[config.mk]
export PLATFORM = sky130hd
export DESIGN_NAME = regfile_writer
export DESIGN_NICKNAME = d
export VERILOG_FILES = /design/src/rtl/regfile_writer_pkg.sv /design/src/rtl/regfile_writer_match.sv /design/src/rtl/regfile_writer.sv
export SDC_FILE = /design/constraint.sdc
export NUM_CORES = 1
export LEC_CHECK = 0
export CORE_UTILIZATION = 50
export CTS_CLUSTER_SIZE = 10
export DETAILED_ROUTE_END_ITERATION = 8
export GPL_TIMING_DRIVEN = 0
export HOLD_SLACK_MARGIN = 0.15
export PLACE_DENSITY = 0.76
export SETUP_SLACK_MARGIN = 0.3
export SYNTH_ARGS = -nofsm -noshare
export SYNTH_HDL_FRONTEND = slang
export SYNTH_SLANG_ARGS = --single-unit
[constraint.sdc]
create_clock -name clk -period 3.7 [get_ports clk]
set_clock_uncertainty 0.1 [all_clocks]
set_input_delay 0.74 -clock clk [delete_from_list [all_inputs] [get_ports clk]]
set_output_delay 0.74 -clock clk [all_outputs]
set_load 0.05 [all_outputs]
[src/rtl/regfile_writer_pkg.sv]
// -----------------------------------------------------------------------------
// regfile_writer_pkg
// Shared definitions for the register-file write sequencer.
//   REG_IDX_W  : register index width of the 32x32 register file
//   REG_DATA_W : register data width
//   REG_ZERO   : index of the hard-wired zero register ($0)
//   wb_entry_t : one write-back result {index, data}
// -----------------------------------------------------------------------------
package regfile_writer_pkg;

    localparam int REG_IDX_W  = 5;
    localparam int REG_DATA_W = 32;
    localparam int REG_ZERO   = 0;

    typedef struct packed {
        logic [REG_IDX_W-1:0]  index;
        logic [REG_DATA_W-1:0] data;
    } wb_entry_t;

endpackage

[src/rtl/regfile_writer_match.sv]
// -----------------------------------------------------------------------------
// regfile_writer_match
// Combinational scan of the write queue and write stage for one read index.
// Optional feature macro: REGFILE_WRITER_FWD_EN (adds forwarded data path).
// Ports:
//   q_index   in   read index being looked up
//   ent_index in   queue storage, index field per slot
//   head      in   oldest valid slot
//   count     in   number of valid slots
//   wr_en     in   write stage holds a valid write
//   wr_index  in   write stage index
//   ent_data  in   queue storage, data field per slot      (FWD_EN only)
//   wr_data   in   write stage data                        (FWD_EN only)
//   data      out  youngest matching value, 0 when no hit  (FWD_EN only)
//   hit       out  a write to q_index is queued or in flight
// -----------------------------------------------------------------------------
module regfile_writer_match
    import regfile_writer_pkg::*;
#(
    parameter int DEPTH  = 4,
    parameter int IDX_W  = REG_IDX_W,
    parameter int DATA_W = REG_DATA_W
) (
    input  logic [IDX_W-1:0]          q_index,
    input  logic [IDX_W-1:0]          ent_index [DEPTH],
    input  logic [$clog2(DEPTH)-1:0]  head,
    input  logic [$clog2(DEPTH):0]    count,
    input  logic                      wr_en,
    input  logic [IDX_W-1:0]          wr_index,
`ifdef REGFILE_WRITER_FWD_EN
    input  logic [DATA_W-1:0]         ent_data [DEPTH],
    input  logic [DATA_W-1:0]         wr_data,
    output logic [DATA_W-1:0]         data,
`endif
    output logic                      hit
);

    localparam int PTR_W = $clog2(DEPTH);
    localparam int CNT_W = PTR_W + 1;

    logic [PTR_W-1:0] slot;

`ifdef REGFILE_WRITER_FWD_EN
    // Walk from the write stage (oldest) through head..tail-1 (youngest);
    // later matches overwrite earlier ones, so the youngest value wins.
    always_comb begin
        hit  = 1'b0;
        data = '0;
        slot = '0;
        if (wr_en && (wr_index == q_index)) begin
            hit  = 1'b1;
            data = wr_data;
        end
        for (int k = 0; k < DEPTH; k++) begin
            slot = head + PTR_W'(k);
            if ((CNT_W'(k) < count) && (ent_index[slot] == q_index)) begin
                hit  = 1'b1;
                data = ent_data[slot];
            end
        end
        // $0 always reads as zero, so it is never considered pending.
        if (q_index == IDX_W'(REG_ZERO)) begin
            hit  = 1'b0;
            data = '0;
        end
    end
`else
    always_comb begin
        hit  = wr_en && (wr_index == q_index);
        slot = '0;
        for (int k = 0; k < DEPTH; k++) begin
            slot = head + PTR_W'(k);
            if ((CNT_W'(k) < count) && (ent_index[slot] == q_index)) begin
                hit = 1'b1;
            end
        end
        if (q_index == IDX_W'(REG_ZERO)) begin
            hit = 1'b0;
        end
    end
`endif

endmodule

[src/rtl/regfile_writer.sv]
// -----------------------------------------------------------------------------
// regfile_writer
// Write-side sequencer for the 32x32 register file. Producers push
// {index, data} results into an in-order circular queue; one entry per cycle
// drains into a registered write stage that drives the register-file write
// port. Pending flags (and optionally forwarded data) are published for the
// two register-file read indices.
// Optional feature macro: REGFILE_WRITER_FWD_EN (fwd_data_k carries the
// youngest pending value; otherwise fwd_data_k is tied to 0).
// Ports:
//   clk, rst             clock, synchronous active-high reset
//   in_valid/in_ready    producer handshake (in_ready combinational)
//   in_index/in_data     destination register and result value
//   wr_en/wr_index/wr_data  registered register-file write port
//   q_index_1/q_index_2  mirrors of the register-file read indices
//   pend_1/pend_2        write to that index queued or in flight
//   fwd_data_1/_2        youngest pending value for that index
//   empty                queue and write stage both idle
// -----------------------------------------------------------------------------
module regfile_writer
    import regfile_writer_pkg::*;
#(
    parameter int DEPTH  = 4,
    parameter int DATA_W = REG_DATA_W,
    parameter int IDX_W  = REG_IDX_W
) (
    input  logic              clk,
    input  logic              rst,
    input  logic              in_valid,
    output logic              in_ready,
    input  logic [IDX_W-1:0]  in_index,
    input  logic [DATA_W-1:0] in_data,
    output logic              wr_en,
    output logic [IDX_W-1:0]  wr_index,
    output logic [DATA_W-1:0] wr_data,
    input  logic [IDX_W-1:0]  q_index_1,
    input  logic [IDX_W-1:0]  q_index_2,
    output logic              pend_1,
    output logic              pend_2,
    output logic [DATA_W-1:0] fwd_data_1,
    output logic [DATA_W-1:0] fwd_data_2,
    output logic              empty
);

    localparam int PTR_W = $clog2(DEPTH);
    localparam int CNT_W = PTR_W + 1;
    localparam logic [CNT_W-1:0] FULL_CNT = CNT_W'(DEPTH);

    logic [IDX_W-1:0]  mem_index_q [DEPTH];
    logic [DATA_W-1:0] mem_data_q  [DEPTH];

    logic [PTR_W-1:0]  head_q, head_d;
    logic [PTR_W-1:0]  tail_q, tail_d;
    logic [CNT_W-1:0]  count_q, count_d;
    logic              wr_en_q, wr_en_d;
    logic [IDX_W-1:0]  wr_index_q, wr_index_d;
    logic [DATA_W-1:0] wr_data_q, wr_data_d;

    logic push_hs;
    logic push;
    logic pop;

    // Full is judged on the current count only; a same-cycle pop does not
    // open a slot for the producer.
    assign in_ready = !rst && (count_q < FULL_CNT);
    assign push_hs  = in_valid && in_ready;
    // Writes to $0 complete the handshake but are dropped here.
    assign push     = push_hs && (in_index != IDX_W'(REG_ZERO));
    assign pop      = (count_q != '0);

    always_comb begin
        head_d     = head_q;
        tail_d     = tail_q;
        count_d    = count_q;
        wr_en_d    = 1'b0;
        wr_index_d = wr_index_q;
        wr_data_d  = wr_data_q;
        if (pop) begin
            wr_en_d    = 1'b1;
            wr_index_d = mem_index_q[head_q];
            wr_data_d  = mem_data_q[head_q];
            head_d     = head_q + PTR_W'(1);
        end
        if (push) begin
            tail_d = tail_q + PTR_W'(1);
        end
        case ({push, pop})
            2'b10:   count_d = count_q + CNT_W'(1);
            2'b01:   count_d = count_q - CNT_W'(1);
            default: count_d = count_q;
        endcase
    end

    // NOTE: sequential state uses non-blocking assignments so every flop
    // samples its _d value from before the edge, regardless of block order.
    always_ff @(posedge clk) begin
        if (rst) begin
            head_q     <= '0;
            tail_q     <= '0;
            count_q    <= '0;
            wr_en_q    <= 1'b0;
            wr_index_q <= '0;
            wr_data_q  <= '0;
        end else begin
            head_q     <= head_d;
            tail_q     <= tail_d;
            count_q    <= count_d;
            wr_en_q    <= wr_en_d;
            wr_index_q <= wr_index_d;
            wr_data_q  <= wr_data_d;
        end
    end

    // NOTE: storage is deliberately not reset; a slot is only ever read
    // while count marks it valid, so clearing pointers and count suffices.
    always_ff @(posedge clk) begin
        if (push) begin
            mem_index_q[tail_q] <= in_index;
            mem_data_q[tail_q]  <= in_data;
        end
    end

    assign wr_en    = wr_en_q;
    assign wr_index = wr_index_q;
    assign wr_data  = wr_data_q;
    assign empty    = (count_q == '0) && !wr_en_q;

    regfile_writer_match #(
        .DEPTH  (DEPTH),
        .IDX_W  (IDX_W),
        .DATA_W (DATA_W)
    ) u_match_1 (
        .q_index   (q_index_1),
        .ent_index (mem_index_q),
        .head      (head_q),
        .count     (count_q),
        .wr_en     (wr_en_q),
        .wr_index  (wr_index_q),
`ifdef REGFILE_WRITER_FWD_EN
        .ent_data  (mem_data_q),
        .wr_data   (wr_data_q),
        .data      (fwd_data_1),
`endif
        .hit       (pend_1)
    );

    regfile_writer_match #(
        .DEPTH  (DEPTH),
        .IDX_W  (IDX_W),
        .DATA_W (DATA_W)
    ) u_match_2 (
        .q_index   (q_index_2),
        .ent_index (mem_index_q),
        .head      (head_q),
        .count     (count_q),
        .wr_en     (wr_en_q),
        .wr_index  (wr_index_q),
`ifdef REGFILE_WRITER_FWD_EN
        .ent_data  (mem_data_q),
        .wr_data   (wr_data_q),
        .data      (fwd_data_2),
`endif
        .hit       (pend_2)
    );

`ifndef REGFILE_WRITER_FWD_EN
    assign fwd_data_1 = '0;
    assign fwd_data_2 = '0;
`endif

endmodule

==> flow_summary.ini, run 1 <==
[setup_path]
path_class = flop to primary output
reg2reg_depth = 5
cp_num_buf_inv = 2
crit_fanout = 6
cp-start-kind = flop
reg2reg_to = mem_data_q[3][14]
r2r_slack_ns = 0.97
crit_chain = buf_8 -> mux4_2 -> xnor2_1 -> nand4_1 -> or3_1 -> o311a_1 -> a21oi_2 -> buf_6
worstPathArrival_ns = 2.70
r2r-start = count_q[2]
cp-end-kind = primary output
critPathSlowestCell = mux4_2
critical-path-top-delay-family = multiplexers
max_stage_delay_ns = 0.60
cp.required_ns = 2.86

[cts]
ctsHoldBuffers = 0
cts_made_buffers = 17
tritoncts = built
cts.sinks = 193
clockBufferDepth = 2
htree_levels = 4
root_buffer = clkbuf_16
insertion_delay_ns = 0.43
clk_pin_slew_ns = 0.07

[global_routing]
track_usage_pct = 21.7
grt_pass1_vias = 5263
grt_pass1_wl_um = 28800
grt_antenna_before_repair = 0
grt_max_degree = 38
grt_remaining_overflow = 0

[routing]
num_vias = 5327
wl_per_cell_um = 18.2
met2WireLength_um = 9440
vias_per_cell = 5.19
drt_first_pass_iters = 6
dr_wl_met3_um = 1220
drtIter0Drc = 384
wirelength_met1_um = 7810
topRoutingLayerUsed = met4
drc = 1
postRouteAntennaNets = 0
routed_wl_um = 18700

[final_layout]
antennaDiodeCount = 0
nets = 847
syn_to_final_growth_pct = 24.4
utilization_pct = 63.5
drive_gt1_share_pct = 22.7
layout_common_cells = edfxtp_1, nand2_1, clkdlybuf4s50_1
final_cells = 1026
final_common_cell = edfxtp_1

[logic_synthesis]
yosysUniqueCellTypes = 41
async_flop_share_pct = 0
synth_area_um2 = 8790
syn_inst = 617
synth.ff_latch_count = 193
synthFlopType = edfxtp_1
synth-edff-count = 148
yosysSeqAreaShare_pct = 60.8
synth-warning-count = 0
synth_area_per_cell_um2 = 14.2

[placement]
io_buffers = 80
gp_congestion = 0.920
dp_cells = 985
hpwl_um = 12300
pre_cts_ws_ns = -0.167

[timing]
setup_viol = 0
fin_ws_ns = 0.159
rsz0062_at_grt = yes
finalCritPeriodShare_pct = 95.7
slew_headroom_pct = 28.6
drv_slew = 0
period_needed_ns = 3.54
hold_viol = 0
tightest_slew_ns = 1.07
fmax_ghz = 0.282

[die]
start_util_pct = 51.0
die_h_um = 135
io_pins = 156
dieArea_um2 = 18100
core-area_um2 = 17200
rows = 48
die_w_um = 135

[pwr]
pwr_density_cell_nw_per_um2 = 779
irDropWorstVdd_uv = 522
p_leak_nw = 3.94

[min_path]
hold_class = flop to flop
min_from = wr_data[11]
min_delay_path_depth = 2
hold_path_end = wr_data[11]

[outcome]
outcome = complete, but fails checks
failed_checks = design-rule violations

[run]
maxCapViolCount = 0
worst max-delay path by stage:
stage,start,to,cells after the start
after detailed placement,q_index_1[0],pend_1,7
after floorplan,rst,mem_data_q[0][0],5
after CTS,head_q[0],pend_1,8
final,head_q[0],pend_1,8
after global routing,head_q[0],pend_1,8
after global placement,q_index_1[0],pend_1,7
timing repair:
item | in CTS | in global routing
cloned | 1 | 1
buffers inserted | 1 | 6
pin swaps | 0 | 7
resized for setup | 28 | 15
endpoints found under the hold margin | 0 | 0
setup endpoints to repair | 3 | 2
registers in the layout, indices dropped and copies added, names as in the netlist:
name	cells
count_q	3
head_q	2
mem_data_q	128
mem_index_q	20
tail_q	2
wr_data	32
wr_en	1
wr_index	5
worst reg2reg max path, delay by kind of cell (launching register included):
family	cells	cell delay [ns]
AND/OR/NAND/NOR	3	1.24
AO/OA/AOI/OAI	1	0.42
flip-flops	1	0.30
buffers and inverters	1	0.25
cells in the mapped netlist, types with 3 or more instances:
cell | number | share of area, %
nor2_1 | 18 | 0.77
nand2_1 | 78 | 3.3
xor2_1 | 22 | 2.2
xnor2_1 | 35 | 3.5
and2_1 | 4 | 0.28
dfxtp_1 | 45 | 10
edfxtp_1 | 148 | 51
inv_1 | 7 | 0.30
buf_4 | 67 | 5.7
mux4_2 | 44 | 11
mux2i_1 | 18 | 2.0
nand4_1 | 3 | 0.21
ha_1 | 9 | 1.3
mux4_1 | 4 | 1.2
buf_2 | 4 | 0.23
or3_1 | 3 | 0.21
nor3_1 | 7 | 0.40
nor4_1 | 5 | 0.36
buf_1 | 9 | 0.38
a21oi_1 | 43 | 2.4
clkbuf_1 | 18 | 0.77
area by class of cell:
class                   instances  area (um2)
well taps                     225         282
flip-flops and latches        193        5350
plain buffers                 101         687
multi-input cells             379        3070
clock buffers                  25         561
fillers                      1294        6300
clock inverters                 7        76.3
repair buffers                 89         887
inverters                       7        26.3
metrics by stage:
step                      TNS [ns]  instance area, um2  total power (W)  hold slack, ns
after global routing             0               10900          0.00890           0.377
after detailed placement    -0.179               10100          0.00646           0.345
after CTS                        0               10800          0.00844           0.353
after floorplan                  0                9030          0.00545           0.414
after global placement      -0.167               10100          0.00640           0.341
final                            0               10900          0.00852           0.349
per-layer routing:
layer,track usage (%),vias up
met1,27.8,2650
met2,35.8,190
li1,-,2470
met3,5.56,17
met4,7.93,0
met5,0,-
power by group:
| part | switching, W | total, W | leakage (nW) | internal (W) |
|---|---|---|---|---|
| clock network | 0.000790 | 0.00193 | 0.318 | 0.00114 |
| logic | 0.00229 | 0.00375 | 1.91 | 0.00146 |
| registers | 0.000193 | 0.00284 | 1.71 | 0.00265 |
kinds of logic after synthesis:
| kind of cell | Yosys count | synth area share, % |
|---|---|---|
| flip-flops | 193 | 60.8 |
| XOR/XNOR | 57 | 5.68 |
| other | 1 | 0.0427 |
| buffers and inverters | 108 | 7.83 |
| AO/OA/AOI/OAI | 60 | 3.90 |
| adder cells (fa/ha/maj) | 9 | 1.28 |
| multiplexers | 66 | 14.5 |
| AND/OR/NAND/NOR | 123 | 5.95 |
Note: power is estimated with default switching activity, not from simulation.
==> run 2: changes to the inputs <==
CORE_MARGIN = 1   (was not set)
==> results of run 2 <==
Final layout, timing and power as in run 1 (identical DEF).
